`config.mk`:
```
export PLATFORM = sky130hd
export DESIGN_NAME = pa_risc_wb_trace_buffer
export DESIGN_NICKNAME = d
export VERILOG_FILES = /design/src/rtl/pa_risc_wb_trace_buffer.sv
export SDC_FILE = /design/constraint.sdc
export NUM_CORES = 2
export LEC_CHECK = 0
export CAP_MARGIN = 10
export CORE_ASPECT_RATIO = 1.2
export CORE_MARGIN = 2
export CORE_UTILIZATION = 50
export CTS_CLUSTER_DIAMETER = 150
export DETAILED_ROUTE_END_ITERATION = 6
export PLACE_DENSITY_LB_ADDON = 0.2
export SYNTH_ARGS = -nofsm -noshare
export SYNTH_HDL_FRONTEND = slang
export SYNTH_SLANG_ARGS = --single-unit
```
`constraint.sdc`:
```
create_clock -name clk -period 12.05 [get_ports clk]
set_input_delay 2.41 -clock clk [delete_from_list [all_inputs] [get_ports clk]]
set_output_delay 2.41 -clock clk [all_outputs]
set_load 0.05 [all_outputs]
```
`src/rtl/pa_risc_wb_trace_buffer.sv`:
```
// Circular trace buffer for PA-RISC register-file writebacks: captures {pc, reg, data}
// with watch masking, wrap / stop-when-full / pre-post-trigger sessions and stream readout.
module pa_risc_wb_trace_buffer #(
    parameter int                      DATA_W     = 32,
    parameter int                      PC_W       = 32,
    parameter int                      REG_AW     = 5,
    parameter int                      DEPTH      = 16,
    parameter logic [(2**REG_AW)-1:0]  WATCH_MASK = 32'hFFFF_FFFE,
    localparam int                     ENTRY_W    = PC_W + REG_AW + DATA_W,
    localparam int                     CNT_W      = $clog2(DEPTH + 1)
) (
    input  logic               clk,
    input  logic               reset,
    input  logic               arm_i,
    input  logic [1:0]         mode_i,
    input  logic [PC_W-1:0]    trig_pc_i,
    input  logic [CNT_W-1:0]   post_cnt_i,
    input  logic               stop_i,
    input  logic               wb_valid_i,
    input  logic [REG_AW-1:0]  wb_reg_i,
    input  logic [DATA_W-1:0]  wb_data_i,
    input  logic [PC_W-1:0]    wb_pc_i,
    input  logic               rd_ready_i,
    output logic               rd_valid_o,
    output logic [ENTRY_W-1:0] rd_data_o,
    output logic [CNT_W-1:0]   count_o,
    output logic [1:0]         state_o,
    output logic               overflow_o
);
    localparam int PTR_W = $clog2(DEPTH);

    localparam logic [1:0] ST_IDLE    = 2'd0;
    localparam logic [1:0] ST_ARMED   = 2'd1;
    localparam logic [1:0] ST_CAPTURE = 2'd2;
    localparam logic [1:0] ST_DONE    = 2'd3;

    localparam logic [1:0] MODE_WRAP  = 2'd0;
    localparam logic [1:0] MODE_STOP  = 2'd1;
    localparam logic [1:0] MODE_TRIG  = 2'd2;

    logic [ENTRY_W-1:0] mem_q [DEPTH];

    logic [1:0]         state_q,    state_d;
    logic [1:0]         mode_q,     mode_d;
    logic [CNT_W-1:0]   post_cfg_q, post_cfg_d;
    logic [CNT_W-1:0]   post_q,     post_d;
    logic [PTR_W-1:0]   wr_ptr_q,   wr_ptr_d;
    logic [PTR_W-1:0]   rd_ptr_q,   rd_ptr_d;
    logic [CNT_W-1:0]   count_q,    count_d;
    logic               ovf_q,      ovf_d;
    logic               rd_valid_q, rd_valid_d;
    logic [ENTRY_W-1:0] rd_data_q,  rd_data_d;

    logic               event_s;
    logic               capturing_s;
    logic               full_s;
    logic               pop_s;
    logic               push_s;
    logic               overwrite_s;
    logic               arm_ok_s;
    logic [ENTRY_W-1:0] wentry_s;

    assign event_s     = wb_valid_i && (wb_reg_i != '0) && WATCH_MASK[wb_reg_i];
    assign capturing_s = (state_q == ST_ARMED) || (state_q == ST_CAPTURE);
    assign full_s      = (count_q == CNT_W'(DEPTH));
    assign pop_s       = (count_q != '0) && rd_ready_i;
    assign push_s      = capturing_s && event_s && !((mode_q == MODE_STOP) && full_s);
    assign overwrite_s = push_s && full_s && !pop_s;
    assign arm_ok_s    = arm_i && ((state_q == ST_IDLE) || (state_q == ST_DONE));
    assign wentry_s    = {wb_pc_i, wb_reg_i, wb_data_i};

    // Next-state computation for pointers, occupancy, session FSM and the registered head.
    always_comb begin
        state_d    = state_q;
        mode_d     = mode_q;
        post_cfg_d = post_cfg_q;
        post_d     = post_q;
        wr_ptr_d   = wr_ptr_q;
        rd_ptr_d   = rd_ptr_q;
        count_d    = count_q;
        ovf_d      = ovf_q;

        if (pop_s || overwrite_s) begin
            rd_ptr_d = rd_ptr_q + PTR_W'(1);
        end else begin
            rd_ptr_d = rd_ptr_q;
        end
        if (push_s) begin
            wr_ptr_d = wr_ptr_q + PTR_W'(1);
        end else begin
            wr_ptr_d = wr_ptr_q;
        end
        // Overwrite-when-full keeps the count; a simultaneous pop makes room instead.
        if (push_s && !pop_s && !full_s) begin
            count_d = count_q + CNT_W'(1);
        end else if (pop_s && !push_s) begin
            count_d = count_q - CNT_W'(1);
        end else begin
            count_d = count_q;
        end
        if (overwrite_s && (mode_q == MODE_WRAP)) begin
            ovf_d = 1'b1;
        end else begin
            ovf_d = ovf_q;
        end

        case (state_q)
            ST_IDLE, ST_DONE: begin
                if (arm_ok_s) begin
                    mode_d     = (mode_i == 2'd3) ? MODE_WRAP : mode_i;
                    post_cfg_d = post_cnt_i;
                    state_d    = (mode_i == MODE_TRIG) ? ST_ARMED : ST_CAPTURE;
                    if (state_q == ST_DONE) begin
                        wr_ptr_d = '0;
                        rd_ptr_d = '0;
                        count_d  = '0;
                        ovf_d    = 1'b0;
                    end else begin
                        ovf_d    = ovf_q;
                    end
                end else begin
                    state_d = state_q;
                end
            end
            ST_ARMED: begin
                if (stop_i) begin
                    state_d = ST_DONE;
                end else if (push_s && (wb_pc_i == trig_pc_i)) begin
                    post_d  = post_cfg_q;
                    state_d = (post_cfg_q == '0) ? ST_DONE : ST_CAPTURE;
                end else begin
                    state_d = ST_ARMED;
                end
            end
            ST_CAPTURE: begin
                if (stop_i) begin
                    state_d = ST_DONE;
                end else if (push_s) begin
                    case (mode_q)
                        MODE_TRIG: begin
                            post_d = post_q - CNT_W'(1);
                            if (post_q == CNT_W'(1)) begin
                                state_d = ST_DONE;
                            end else begin
                                state_d = ST_CAPTURE;
                            end
                        end
                        MODE_STOP: begin
                            if (count_d == CNT_W'(DEPTH)) begin
                                state_d = ST_DONE;
                            end else begin
                                state_d = ST_CAPTURE;
                            end
                        end
                        default: state_d = ST_CAPTURE;
                    endcase
                end else begin
                    state_d = ST_CAPTURE;
                end
            end
            default: state_d = ST_IDLE;
        endcase

        // A write landing on the next head slot is forwarded, since mem_q updates at the same edge.
        rd_valid_d = (count_d != '0);
        if (count_d == '0) begin
            rd_data_d = '0;
        end else if (push_s && (wr_ptr_q == rd_ptr_d)) begin
            rd_data_d = wentry_s;
        end else begin
            rd_data_d = mem_q[rd_ptr_d];
        end
    end

    // Control and output registers.
    always_ff @(posedge clk or negedge reset) begin
        if (!reset) begin
            state_q    <= ST_IDLE;
            mode_q     <= MODE_WRAP;
            post_cfg_q <= '0;
            post_q     <= '0;
            wr_ptr_q   <= '0;
            rd_ptr_q   <= '0;
            count_q    <= '0;
            ovf_q      <= 1'b0;
            rd_valid_q <= 1'b0;
            rd_data_q  <= '0;
        end else begin
            state_q    <= state_d;
            mode_q     <= mode_d;
            post_cfg_q <= post_cfg_d;
            post_q     <= post_d;
            wr_ptr_q   <= wr_ptr_d;
            rd_ptr_q   <= rd_ptr_d;
            count_q    <= count_d;
            ovf_q      <= ovf_d;
            rd_valid_q <= rd_valid_d;
            rd_data_q  <= rd_data_d;
        end
    end

    // Entry storage; contents are only observable through rd_data_q, which is zero when empty.
    always_ff @(posedge clk) begin
        if (push_s) begin
            mem_q[wr_ptr_q] <= wentry_s;
        end
    end

    assign rd_valid_o = rd_valid_q;
    assign rd_data_o  = rd_data_q;
    assign count_o    = count_q;
    assign state_o    = state_q;
    assign overflow_o = ovf_q;
endmodule

```
* Word-level counts from Yosys, hierarchy flattened
Memory sizes are Yosys's and may differ from the RTL's.
Cells that the tools add are included.
** Storage, ports and cells
- Register bits :: 98
- Memory bits (writable) :: 1104
- Memory bits (read-only) :: 32
- Bits of input ports :: 114
- Output and inout port bits :: 78
- Word-level logic and storage cells :: 110
- Memories kept :: 2
** Memories
- mem_q :: words 16, bits a word 69, read ports 1, clocked after memory_dff 0, wr ports 1, RTL line 41 : logic [ENTRY_W-1:0] mem_q [DEPTH];
- (no name shown) :: words 32, bits a word 1, read ports 1, clocked after memory_dff 0, wr ports 0, RTL line 63 : assign event_s = wb_valid_i && (wb_reg_i != '0) && WATCH_MASK[wb_reg_i];
** Operators by class
- Add/subtract/negate cells :: 5
- $lt $le $gt $ge :: 1
- Equal/unequal tests :: 19
- Multiplexer cells :: 40
- Reduce and logical (&&, ||, !) cells :: 33
** Operators by type and width (count)
- $mux W69 :: 2
- $mux W5 :: 10
- $eq A32 B32 Y1 :: 1
- $mux W4 :: 8
- $logic_and A1 B1 Y1 :: 15
- $reduce_bool A5 Y1 :: 3
- $mux W2 :: 7
- $eq A2 B2 Y1 const B :: 5
- $eq A5 B5 Y1 const B :: 2
- $logic_not A5 Y1 :: 2
- $mux W1 :: 10
- $pmux W5 S2 :: 1
- $sub A5 B1 Y5 const B :: 2
- $add A4 B1 Y4 const B :: 2
- $ne A2 B2 Y1 const B :: 4
- $lt A5 B6 Y1 const B :: 1
- $pmux W2 S3 :: 1
- $reduce_and A6 Y1 :: 1
- $add A5 B1 Y5 const B :: 1
- $eq A5 B1 Y1 const B :: 1
- $eq A2 B1 Y1 const B :: 2
- $eq A4 B4 Y1 :: 1
- $logic_not A1 Y1 :: 4
- $logic_not A2 Y1 :: 2
- 7 further kinds :: 10

* Longest topological paths before layout
- Word-level depth :: 16
- Gate-level depth with buffers :: 15
- Gate-level depth less buffers :: 11

* Worst setup path after synthesis
OpenSTA, ideal clock, no wires.
- Kind :: input port to flip-flop
- Start point :: input wb_valid_i
- End point :: memory mem_q[0][0] in the netlist's numbering, enable pin
- Setup time :: 0.666 ns
- Arrival time :: 9.344 ns
- Required time :: 11.384 ns
- Slack :: 2.040 ns
- Cell stages on the path :: 3
- Buffers on the path :: 0
- Cells stage by stage :: nor2b_1 > o221ai_2 > nor4_1
** On the way
- Longest elaborated chain between the ends :: 6
** Ends and longest elaborated chain
- start, declared :: RTL line 19 : input logic wb_valid_i,
- $logic_and A1 B1 Y1 (2 in series) :: RTL line 63
- $logic_and A1 B1 Y1 (2 in series) :: RTL line 67 : assign push_s = capturing_s && event_s && !((mode_q == MODE_STOP) && full_s);
- $mux W1 :: RTL line 204 : if (push_s) begin
- $mux W1 (not written as such) :: RTL line 205 : mem_q[wr_ptr_q] <= wentry_s;
- end, declared :: RTL line 41
Every way passes these cells.

* Worst setup path in the final report
- Start point :: input wb_reg_i[0]
- End point :: register rd_data_q[56], in the netlist rd_data_o[56]
** On the way
- Longest elaborated chain between the ends :: 16
** Ends and longest elaborated chain
- start, declared :: RTL line 20 : input logic [REG_AW-1:0] wb_reg_i,
- $mem_v2 Z32 W1 / $reduce_bool A5 Y1 (equally long branches)
- $mux W1 (not written as such) / $logic_and A1 B1 Y1 (equally long branches) :: RTL line 63
- $logic_and A1 B1 Y1 (*) :: RTL line 63
- $logic_and A1 B1 Y1 (*) (2 in series) :: RTL line 67
- branches (longest 10 deep; another with $mem_v2 Z16 W69)
- $mux W69 (*) :: RTL line 166 : if (count_d == '0) begin
- net rd_data_d[56] :: RTL line 52 : logic [ENTRY_W-1:0] rd_data_q, rd_data_d;
- end signal, assigned :: RTL line 198 : rd_data_q <= rd_data_d;
- end, declared :: RTL line 52
Mark *: on every way through the listed nets, which the timed path passes. The select of a mux whose other input is x is not followed.
A chain may end at the register's enable or synchronous reset.

==> flow_summary.yaml <==
status:
  outcome: "finished clean"
drt:
  drt_iter0_markers: 3739
  wl_mm: 138
  vias_per_cell: 6.54
  vias: 30500
  ant_nets: 0
  firstDrtPassIters: 6
  drc: 0
  routedWlPerCell_microns: 29.6
setup_path:
  required_ps: 12670
  start_kind: "primary input"
  crit_fanout: 94
  crit_chain: "clkdlybuf4s50_1, inv_1, a21oi_1, a211o_1, nand3_4, buf_4, inv_8, buf_4, mux4_2, o221ai_1, nand4_1, o211ai_1"
  cpPeakStageDelay_ps: 880
  cp-end-kind: "register"
  crit_arrival_ps: 8430
  worstSetupPathType: "primary input to register"
  crit_top_cell: "buf_4"
  slowest_stage: "clkdlybuf4s50_1"
clock_network:
  max-clock-path-buffers: 3
  postCtsSetupBuffers: 0
  cts_tree: "built"
  cts-root-buf: "clkbuf_16"
  clk_pin_slew_worst_paths_ps: 60
  insertion_delay_ps: 710
  clkSinkCount: 1202
  cts_resized: 0
  holdBufCountCts: 0
  ctsHtreeMaxLevel: 3
  cts_made_buffers: 114
synthesis:
  synthSimpleGateAreaFrac: 0.0485
  synthMuxAreaShare: 0.0644
  synth_xor_area_frac: 0.00723
  synth_edf_count: 1104
  synth.largest_area_cell: "edfxtp_1"
  synth_cell_types: 72
  syn-num-nets: 3286
  synth_warnings: 0
  synth-adder-area-share: 0.00404
  synth_top_area_frac: 0.670
  synth-compound-area-share: 0.114
  synth_top_family_by_area: "compound AO/OA/AOI/OAI gates"
  synth_area_leaders: "edfxtp_1 (67%), mux4_2 (6.1%), dfrtp_1 (5.0%)"
  syn_area_sq_mm: 0.0495
  syn_inst: 3156
  ys_seq_elements: 1202
  yosysSeqAreaShare: 0.719
  async_flop_share: 0.0815
  synthFlopType: "edfxtp_1"
  avgSynthCellArea_sq_um: 15.7
timing:
  post-route-min-period_ps: 7810
  slew_violations: 0
  worst_pin_slew_ps: 1320
  finalSetupTns_ps: 0
  hold_violations: 0
  relSlewSlack: 0.123
  max_freq_ghz: 0.128
  fin_ws_ps: 4240
  whs_ps: 524
  finalSetupViolations: 0
  fin_worst_skew_ps: 34.0
  rsz0062_at_grt: "no"
  fin_crit_sh: 0.648
placed_design:
  port-buffer-count: 191
  place.gp.congestion: 0.834
  dp_slack_ps: 3560
  dp.final_hpwl_mm: 68.8
global_routing:
  grt_pass1_wl_mm: 204
  first_global_vias: 31500
  overflow: 0
  antenna_found_initial: 7
  grt_max_degree: 128
  grtUsageTotal: 0.271
final_layout:
  finish.utilization: 0.576
  areaGrowthSynthToFinish_pct: 14.2
  n_fill_cell: 7493
  drive_gt1_frac: 0.123
  final_nets: 3417
  final_common_cell: "edfxtp_1"
  final_cell_mix: "edfxtp_1 (1104), inv_1 (290), clkdlybuf4s50_1 (190), o21ai_0 (151), mux4_2 (135)"
power_and_ir_drop:
  power.density_mw_per_mm2: 259
  ir_drop_v: 0.000312
  swShare: 0.380
  combPwrFrac: 0.394
  p_switching_mw: 5.58
  pwr-share-seq: 0.354
  p_clk_frac: 0.253
  p_int_mw: 9.09
  leakagePower_nw: 18.9
  total_power_mw: 14.7
floorplan:
  initial_utilization: 0.504
  dieArea_sq_mm: 0.102
  die_w_microns: 291
  die_h_microns: 349
  coreArea_sq_mm: 0.0982
  ios: 192
  row_count: 126
flow_run:
  max_cap_viol_count: 0
min_path:
  min_path_type: "register to register"
==> critical path: cells and delay by family <==
kind	cells	cell delay, ps
compound gates	4	1220
buf+inv	5	3300
mux	1	600
simple gates	2	720
==> kinds of logic (layout without fill, tap and decap cells) <==
group | Yosys count | in the layout
and+or+nand+nor | 468 | 468
other | 0 | 4
DFF | 1202 | 1202
muxes | 148 | 148
xor gates and xnor gates | 40 | 40
AOI/OAI and AO/OA | 750 | 750
buffers and inverters | 532 | 761
adders and majority gates | 16 | 16
==> flip-flops by register name, indices dropped and copies added, names as in the netlist <==
signal      cells
mem_q        1104
rd_data_o      69
count_o         5
post_cfg_q      5
post_q          5
rd_ptr_q        4
wr_ptr_q        4
mode_q          2
state_o         2
overflow_o      1
rd_valid_o      1
==> final cells by class <==
type                            instances  area, sq um  area share
Sequential cell                      1202        35600       0.630
Tap cell                             1280         1600      0.0283
Antenna cell                            4         10.0    0.000177
Inverter                              294         1120      0.0199
Multi-Input combinational cell       1422        11900       0.211
Clock inverter                         62          726      0.0128
Clock buffer                          152         3150      0.0557
Timing Repair Buffer                  253         2390      0.0422
==> Yosys cell counts (16+ instances only) <==
library cell  instances
a211oi_1             72
ha_1                 16
nand4_1              79
o211ai_1             68
nor2_1               98
buf_1                24
mux4_2              135
xnor2_1              36
clkbuf_1            149
a221oi_1             74
nand3_1              82
a22oi_1              71
nand2_1              89
buf_2                54
o31a_1               67
o31ai_1              69
dfrtp_1              98
edfxtp_1           1104
o21ai_0             151
o221ai_1            134
and2_1               77
inv_1               290
==> worst paths after layout <==
kind | from | end | slack, ps | cells past startpoint
setup / recovery | wb_reg_i[0] | rd_data_o[56] | 4240 | 12
hold / removal | mode_q[1] | mode_q[1] | 520 | 2
setup reg to reg | state_o[0] | rd_data_o[56] | 5630 | 12
hold reg to reg | mode_q[1] | mode_q[1] | 520 | 2
max in group asynchronous | reset | rd_data_o[39] | 8690 | 2
min in group asynchronous | reset | rd_data_o[65] | 1860 | 1
==> power by group through the flow <==
stage	registers (mW)	clock network (mW)	logic, mW
2_1_floorplan	5.67	0	3.46
3_3_place_gp	5.27	0	5.62
3_5_place_dp	5.27	0	5.74
4_1_cts	5.19	3.74	5.76
5_1_grt	5.21	3.89	6.15
6_report	5.19	3.71	5.78
==> layer usage <==
metal | GRT usage | vias up | share of wire
li1 | - | 12800 | -
met1 | 0.348 | 15700 | 0.38
met2 | 0.466 | 1676 | 0.50
met3 | 0.0430 | 335 | 0.084
met4 | 0.106 | 4 | 0.038
met5 | 0 | - | 0.00014
==> per-stage QoR <==
step	instances	cell area (sq um)
2_1_floorplan	3156	49500
3_3_place_gp	4451	52600
3_5_place_dp	4451	52600
4_1_cts	4665	56500
5_1_grt	4669	56500
6_report	4669	56500
Note: power is estimated with default switching activity, not from simulation.
